--- src/rtl/ifetch_pkg.sv ---
// Shared definitions for the instruction-fetch sequencer and its buffer.
package ifetch_pkg;

  typedef enum logic [1:0] {
    REQ   = 2'd0,
    WAIT  = 2'd1,
    DRAIN = 2'd2
  } fetch_state_e;

  localparam int          INSTR_BYTES      = 4;
  localparam logic [31:0] DEFAULT_RESET_PC = 32'h0;

endpackage

--- src/rtl/ifetch_buffer.sv ---
// PC-tagged instruction FIFO between the fetch sequencer and decode.
// A flush empties it and takes priority over any push or pop in the same cycle.
module ifetch_buffer
  import ifetch_pkg::*;
#(
  parameter  int WIDTH = 32,
  parameter  int DEPTH = 2,
  localparam int AW    = $clog2(DEPTH),
  localparam int CW    = AW + 1
) (
  input  logic             i_clk,
  input  logic             i_reset,
  input  logic             i_push,
  input  logic [WIDTH-1:0] i_push_pc,
  input  logic [WIDTH-1:0] i_push_instr,
  input  logic             i_pop,
  input  logic             i_flush,
  output logic [CW-1:0]    o_count,
  output logic [WIDTH-1:0] o_head_pc,
  output logic [WIDTH-1:0] o_head_instr
);

  logic [WIDTH-1:0] r_pcMem    [DEPTH];
  logic [WIDTH-1:0] r_instrMem [DEPTH];
  logic [AW-1:0]    r_rdPtr;
  logic [AW-1:0]    r_wrPtr;
  logic [CW-1:0]    r_count;

  // Storage, pointers and occupancy; DEPTH is a power of two so pointers wrap naturally.
  always_ff @(posedge i_clk) begin
    if (i_reset) begin
      r_rdPtr <= '0;
      r_wrPtr <= '0;
      r_count <= '0;
      for (int i = 0; i < DEPTH; i++) begin
        r_pcMem[i]    <= '0;
        r_instrMem[i] <= '0;
      end
    end else if (i_flush) begin
      r_rdPtr <= '0;
      r_wrPtr <= '0;
      r_count <= '0;
    end else begin
      if (i_push) begin
        r_pcMem[r_wrPtr]    <= i_push_pc;
        r_instrMem[r_wrPtr] <= i_push_instr;
        r_wrPtr             <= r_wrPtr + AW'(1);
      end
      if (i_pop) begin
        r_rdPtr <= r_rdPtr + AW'(1);
      end
      case ({i_push, i_pop})
        2'b10:   r_count <= r_count + CW'(1);
        2'b01:   r_count <= r_count - CW'(1);
        default: r_count <= r_count;
      endcase
    end
  end

  assign o_count      = r_count;
  assign o_head_pc    = r_pcMem[r_rdPtr];
  assign o_head_instr = r_instrMem[r_rdPtr];

endmodule

--- src/rtl/ifetch_sequencer.sv ---
// Instruction-fetch controller: owns the fetch PC, issues one outstanding
// request at a time and buffers PC-tagged responses for decode.
module ifetch_sequencer
  import ifetch_pkg::*;
#(
  parameter int               WIDTH    = 32,
  parameter int               DEPTH    = 2,
  parameter logic [WIDTH-1:0] RESET_PC = WIDTH'(DEFAULT_RESET_PC)
) (
  input  logic             i_clk,
  input  logic             i_reset,
  input  logic             i_fetch_en,
  input  logic             i_branch_taken,
  input  logic [WIDTH-1:0] i_branch_target,
  input  logic             i_excep_taken,
  input  logic [WIDTH-1:0] i_excep_target,
  output logic             o_imem_req,
  output logic [WIDTH-1:0] o_imem_addr,
  input  logic             i_imem_gnt,
  input  logic             i_imem_rvalid,
  input  logic [WIDTH-1:0] i_imem_rdata,
  output logic             o_instr_valid,
  output logic [WIDTH-1:0] o_instr,
  output logic [WIDTH-1:0] o_instr_pc,
  input  logic             i_instr_ready
);

  localparam int CW = $clog2(DEPTH) + 1;

  fetch_state_e     r_state;
  fetch_state_e     w_stateNext;
  logic [WIDTH-1:0] r_fetchPc;
  logic [WIDTH-1:0] r_tagPc;
  logic [WIDTH-1:0] w_target;
  logic [WIDTH-1:0] w_targetAligned;
  logic             w_redirect;
  logic             w_req;
  logic             w_grant;
  logic             w_push;
  logic             w_pop;
  logic             w_valid;
  logic [CW-1:0]    w_count;

  // Exception beats branch; redirect targets are forced to word alignment.
  assign w_redirect      = i_excep_taken | i_branch_taken;
  assign w_target        = i_excep_taken ? i_excep_target : i_branch_target;
  assign w_targetAligned = {w_target[WIDTH-1:2], 2'b00};

  // Only request when a buffer slot is guaranteed free for the response.
  assign w_req   = !i_reset && (r_state == REQ) && i_fetch_en && (w_count < CW'(DEPTH));
  assign w_grant = w_req && i_imem_gnt;

  // A response arriving alongside a redirect is stale and never enters the buffer.
  assign w_push  = (r_state == WAIT) && i_imem_rvalid && !w_redirect;
  assign w_valid = (w_count != '0);
  assign w_pop   = w_valid && i_instr_ready && !w_redirect;

  // State register.
  always_ff @(posedge i_clk) begin
    if (i_reset) r_state <= REQ;
    else         r_state <= w_stateNext;
  end

  // Next-state logic; redirects route an in-flight request through DRAIN.
  always_comb begin
    w_stateNext = r_state;
    case (r_state)
      REQ: begin
        if (w_grant) w_stateNext = w_redirect ? DRAIN : WAIT;
      end
      WAIT: begin
        if (i_imem_rvalid)   w_stateNext = REQ;
        else if (w_redirect) w_stateNext = DRAIN;
      end
      DRAIN: begin
        if (i_imem_rvalid) w_stateNext = REQ;
      end
      default: w_stateNext = REQ;
    endcase
  end

  // Fetch PC: redirect overrides the sequential advance taken on each grant.
  always_ff @(posedge i_clk) begin
    if (i_reset)         r_fetchPc <= RESET_PC;
    else if (w_redirect) r_fetchPc <= w_targetAligned;
    else if (w_grant)    r_fetchPc <= r_fetchPc + WIDTH'(INSTR_BYTES);
  end

  // Tag register remembers which PC the outstanding request belongs to.
  always_ff @(posedge i_clk) begin
    if (i_reset)      r_tagPc <= '0;
    else if (w_grant) r_tagPc <= r_fetchPc;
  end

  ifetch_buffer #(
    .WIDTH (WIDTH),
    .DEPTH (DEPTH)
  ) u_buffer (
    .i_clk        (i_clk),
    .i_reset      (i_reset),
    .i_push       (w_push),
    .i_push_pc    (r_tagPc),
    .i_push_instr (i_imem_rdata),
    .i_pop        (w_pop),
    .i_flush      (w_redirect),
    .o_count      (w_count),
    .o_head_pc    (o_instr_pc),
    .o_head_instr (o_instr)
  );

  assign o_imem_req    = w_req;
  assign o_imem_addr   = r_fetchPc;
  assign o_instr_valid = w_valid;

endmodule

--- config.mk ---
export PLATFORM = sky130hd
export DESIGN_NAME = ifetch_sequencer
export DESIGN_NICKNAME = d
export VERILOG_FILES = /design/src/rtl/ifetch_pkg.sv /design/src/rtl/ifetch_buffer.sv /design/src/rtl/ifetch_sequencer.sv
export SDC_FILE = /design/constraint.sdc
export NUM_CORES = 1
export LEC_CHECK = 0
export ABC_AREA = 1
export CORE_MARGIN = 5
export CORE_UTILIZATION = 45
export CTS_CLUSTER_SIZE = 16
export DETAILED_ROUTE_END_ITERATION = 12
export DONT_BUFFER_PORTS = 1
export GPL_TIMING_DRIVEN = 0
export SYNTH_ARGS = -nofsm -noshare
export SYNTH_HDL_FRONTEND = slang
export SYNTH_HIERARCHICAL = 1
export SYNTH_SLANG_ARGS = --single-unit
--- constraint.sdc ---
create_clock -name i_clk -period 5.46 [get_ports i_clk]
set_input_delay 1.092 -clock i_clk [delete_from_list [all_inputs] [get_ports i_clk]]
set_output_delay 1.092 -clock i_clk [all_outputs]
set_load 0.05 [all_outputs]
==> metrics.md <==
| Metric | Value |
|---|---|
| Via density | 5.09 |
| Post-route DRC | 0 |
| Initial antenna violation count | 0 |
| CP max FO | 64 |
| Critical path class | in2reg |
| Post-CTS Setup Inserts | 0 |
| Final Hold Fails | 0 |
| Post-Route Setup TNS | 0 ns |
| Worst-Skew Late Latency | ~0.43 ns |
| Most frequent CP cell | buf_2 |
| Worst slew margin | 39.4% |
| I/O pin total | 202 |
| Worst setup startpoint | i_branch_taken |
| CTS tree | done |
| Ys Warns | 6 |
| RD Place Congestion | 0.928 |
| Worst setup endpoint | u_buffer/r_instrMem[0][5]$_SDFFCE_PN0P_ |
| Setup-failing EPs final | 0 |
| Nature of the critical path endpoint | flop |
| Max Cap Viol | 0 |
| Initial Util | 45.8% |
| Total die area | roughly 0.024 sq mm |
| Reg2reg setup slack | approximately 2.7 ns |
| Avg Inst Size Synth | 9.39 sq um |
| Power Dens Cells | roughly 310 mW/mm^2 |
| Total GRT Usage | a little under a fifth |
| Worst-path clk slew | 0.07 ns |
| RSZ-0062 raised after global routing | false |
| Hold buffers post-CTS | 0 |
| Sequential share of the synthesized area | between 50 and 60% |
| Post-Syn Area | slightly above 0.009 sq mm |
| Root Buffer | clkbuf_16 |
| Drt pass-1 iters | 5 |
| Final worst path period need | 3.62 ns |
| PortBufs | 0 |
| First-pass GRT wire length | 35.4 mm |
| Final hold slack | 0.484 ns |
| RR Startpoint | r_state[0]$_SDFFE_PP0P_ |
| Slew @ Worst Pin | 0.908 ns |
| Die W | 154 um |
| Pins Over Slew Limit | 0 |
| CP startpoint kind | input pin |
| # rows | 52 |
| Clk buf depth | 2 |
| Final period utilization | 66.4% |
| CP arrival | 3.67 ns |
| Min-Delay Path Class | reg2reg |
| Detailed Route Iter0 Violations | 378 |
| CTS Buf Count | 17 |
| Core footprint | 0.0203 sq mm |
| Status | completed |
| Largest net degree at the start of global routing | 65 |
| Resized Gates After CTS | 0 |
| Post-detail-place hpwl | 16.4 mm |
| Via count of the first global-routing pass | 6508 |
| Routed WL | 22.8 mm |
| Peak supply drop | 0.000219 V |
| DRT antenna net count | 0 |
| Vias | 6589 |
| Peak Freq | 276 MHz |
| Final Instance Count excl. Fillers | 1294 |
| Met1 GRT Util | between 20% and 30% |
| Layout cells sized above 1 | roughly 16% |
| CP cell instances | nor2_4, inv_2, buf_2, nor4_1, inv_1, nor2_1, nand2_1, buf_4, buf_2, nand2_4 |
| Area delta synth->final | 9.83% |
| Die height | 154 um |
| Met2 Usage GRT | 30.7% |
| Lkg Pwr | between 3 and 4 nW |
| WP data required | 5.50 ns |
| Critical path buffers and inverters | 5 |
| Critical Path Max Stage Delay | 0.67 ns |
| Worst path slowest cell | nand2_4 |
| Clk_skew | roughly 0.01 ns |
| Delay-heaviest family, CP | simple AND/OR/NAND/NOR gates |
| Syn Inst Count | 989 |
| Setup ws final | 1.84 ns |
| CTS Sinks | 195 |
| H-tree lvl count | 4 |
| Pre-CTS WS | 1.38 ns |
| RR Endpoint | u_buffer/r_instrMem[0][5]$_SDFFCE_PN0P_ |
| Inserted Diodes | 0 |
| Netlist cell types | 40 |
| Grt ovf | 0 |
| WP depth | 10 |
| Nets | 1117 |
| Dpl cells | ~1300 |
| Design Power | 3.19 mW |
| Layer with the highest usage | met2 |
| Number of cells on the worst reg-to-reg path | 8 |
| Met3 Use GR | 4.86% |
| Wirelength per Cell | 17.6 um |
| Synthesis-stage register bit count | 195 |
-- cell usage in the layout (no fill, tap or decap), drive strengths merged, types with 6 or more instances in the layout --
master and count:
edfxtp 128, buf 40, xor2 6, a21oi 55, clkinv 7, nand2 149, mux2 64, nand3 36
clkbuf 26, nor2 216, o21ai 68, inv 118, dfxtp 67
-- report_power, final --
group          total (mW)  internal [mW]  switching (mW)
Sequential           1.75           1.63           0.117
Combinational       0.279         0.0734           0.206
Clock                1.17          0.597           0.568
Total                3.19           2.30           0.891
-- worst min-delay path by stage --
stage                                    end  slack [ns]  cells past startpoint                          start
4_1_cts        u_buffer/r_wrPtr$_SDFFE_PP0P_        0.49                      2  u_buffer/r_wrPtr$_SDFFE_PP0P_
5_1_grt             r_tagPc[16]$_SDFFE_PP0P_        0.52                      2       r_tagPc[16]$_SDFFE_PP0P_
2_1_floorplan        r_tagPc[2]$_SDFFE_PP0P_        0.44                      2        r_tagPc[2]$_SDFFE_PP0P_
3_5_place_dp        r_tagPc[13]$_SDFFE_PP0P_        0.47                      2       r_tagPc[13]$_SDFFE_PP0P_
3_3_place_gp         r_tagPc[4]$_SDFFE_PP0P_        0.46                      2        r_tagPc[4]$_SDFFE_PP0P_
6_report            r_tagPc[16]$_SDFFE_PP0P_        0.48                      2       r_tagPc[16]$_SDFFE_PP0P_
-- cell type report --
class / count / area (sq um)
fillers: 1905 / 10100
well taps: 270 / 338
clock inverters: 15 / 124
plain buffers: 49 / 338
flip-flops and latches: 195 / 5180
multi-input cells: 635 / 3370
clock buffers: 17 / 425
inverters: 113 / 424
-- metrics by stage --
step,util (%),area (sq um)
after floorplan,-,9300
after global placement,47.5,9640
after detailed placement,47.6,9650
after CTS,50.3,10200
after global routing,50.3,10200
final,50.3,10200
-- tightest hold or removal path, delay by kind of cell, from the launching register on --
kind	cells	cell delay [ns]
flip-flops	1	0.33
AND/OR/NAND/NOR	2	0.13
-- state kept, by name, summed over array words and instances, names as in the netlist, named ones only --
name / cells
o_imem_addr: 30
u_buffer/r_wrPtr: 1
u_buffer/r_rdPtr: 1
r_tagPc: 30
u_buffer/r_pcMem: 64
u_buffer/o_count: 2
u_buffer/r_instrMem: 64
r_state: 2
-- Yosys cell counts --
library cell  number  area share (%)
nor3_2             1            0.11
nand4_1            5            0.34
o2111ai_1          1           0.094
a22oi_1            5            0.40
clkbuf_1           9            0.36
xor2_1             6            0.57
edfxtp_1         128              41
nor4_1             1           0.067
nor2_8             1            0.22
nand2_1          143             5.8
or2_2              1           0.067
o21ai_1            1           0.054
nor2_2             6            0.40
ha_1               2            0.27
o22ai_1            1           0.067
and2_1             3            0.20
inv_2              6            0.24
conb_1             1           0.040
nor2_1           200             8.1
nor2_4             9             1.1
nand2_4            2            0.24
nand2_2            4            0.27
dfxtp_1           67              14
o211ai_1           1           0.081
inv_1            105             4.2
buf_6             11             1.3
o221ai_1           1           0.094
nor3_1             2            0.11
buf_2             15            0.81
o21bai_1           2            0.16
o21ai_0           67             3.6
a22o_1             4            0.38
mux2_2            64             7.8
nand3b_1           2            0.16
nand3_1           36             1.9
xnor2_1            1           0.094
a31oi_1            4            0.27
clkinv_1           2           0.081
buf_4             14             1.1
a21oi_1           55             3.0
-- metal layers --
layer  part of all wire (%)  wire (um)
met1                     45      10200
met2                     46      10500
met3                    6.9       1570
met4                    2.0        465
met5                      0          0
-- cells by family (layout without fill, tap and decap cells) --
family	Yosys count	in the layout	synth area share [%]
and+or+nand+nor	416	416	19.1
DFF	195	195	55.8
buffers and inverters	162	194	8.20
AOI/OAI and AO/OA	142	142	8.18
muxes	64	64	7.76
xor gates and xnor gates	7	7	0.660
adders and majority gates	2	2	0.269
other	1	4	0.0404
Note: power is estimated with default switching activity, not from simulation.
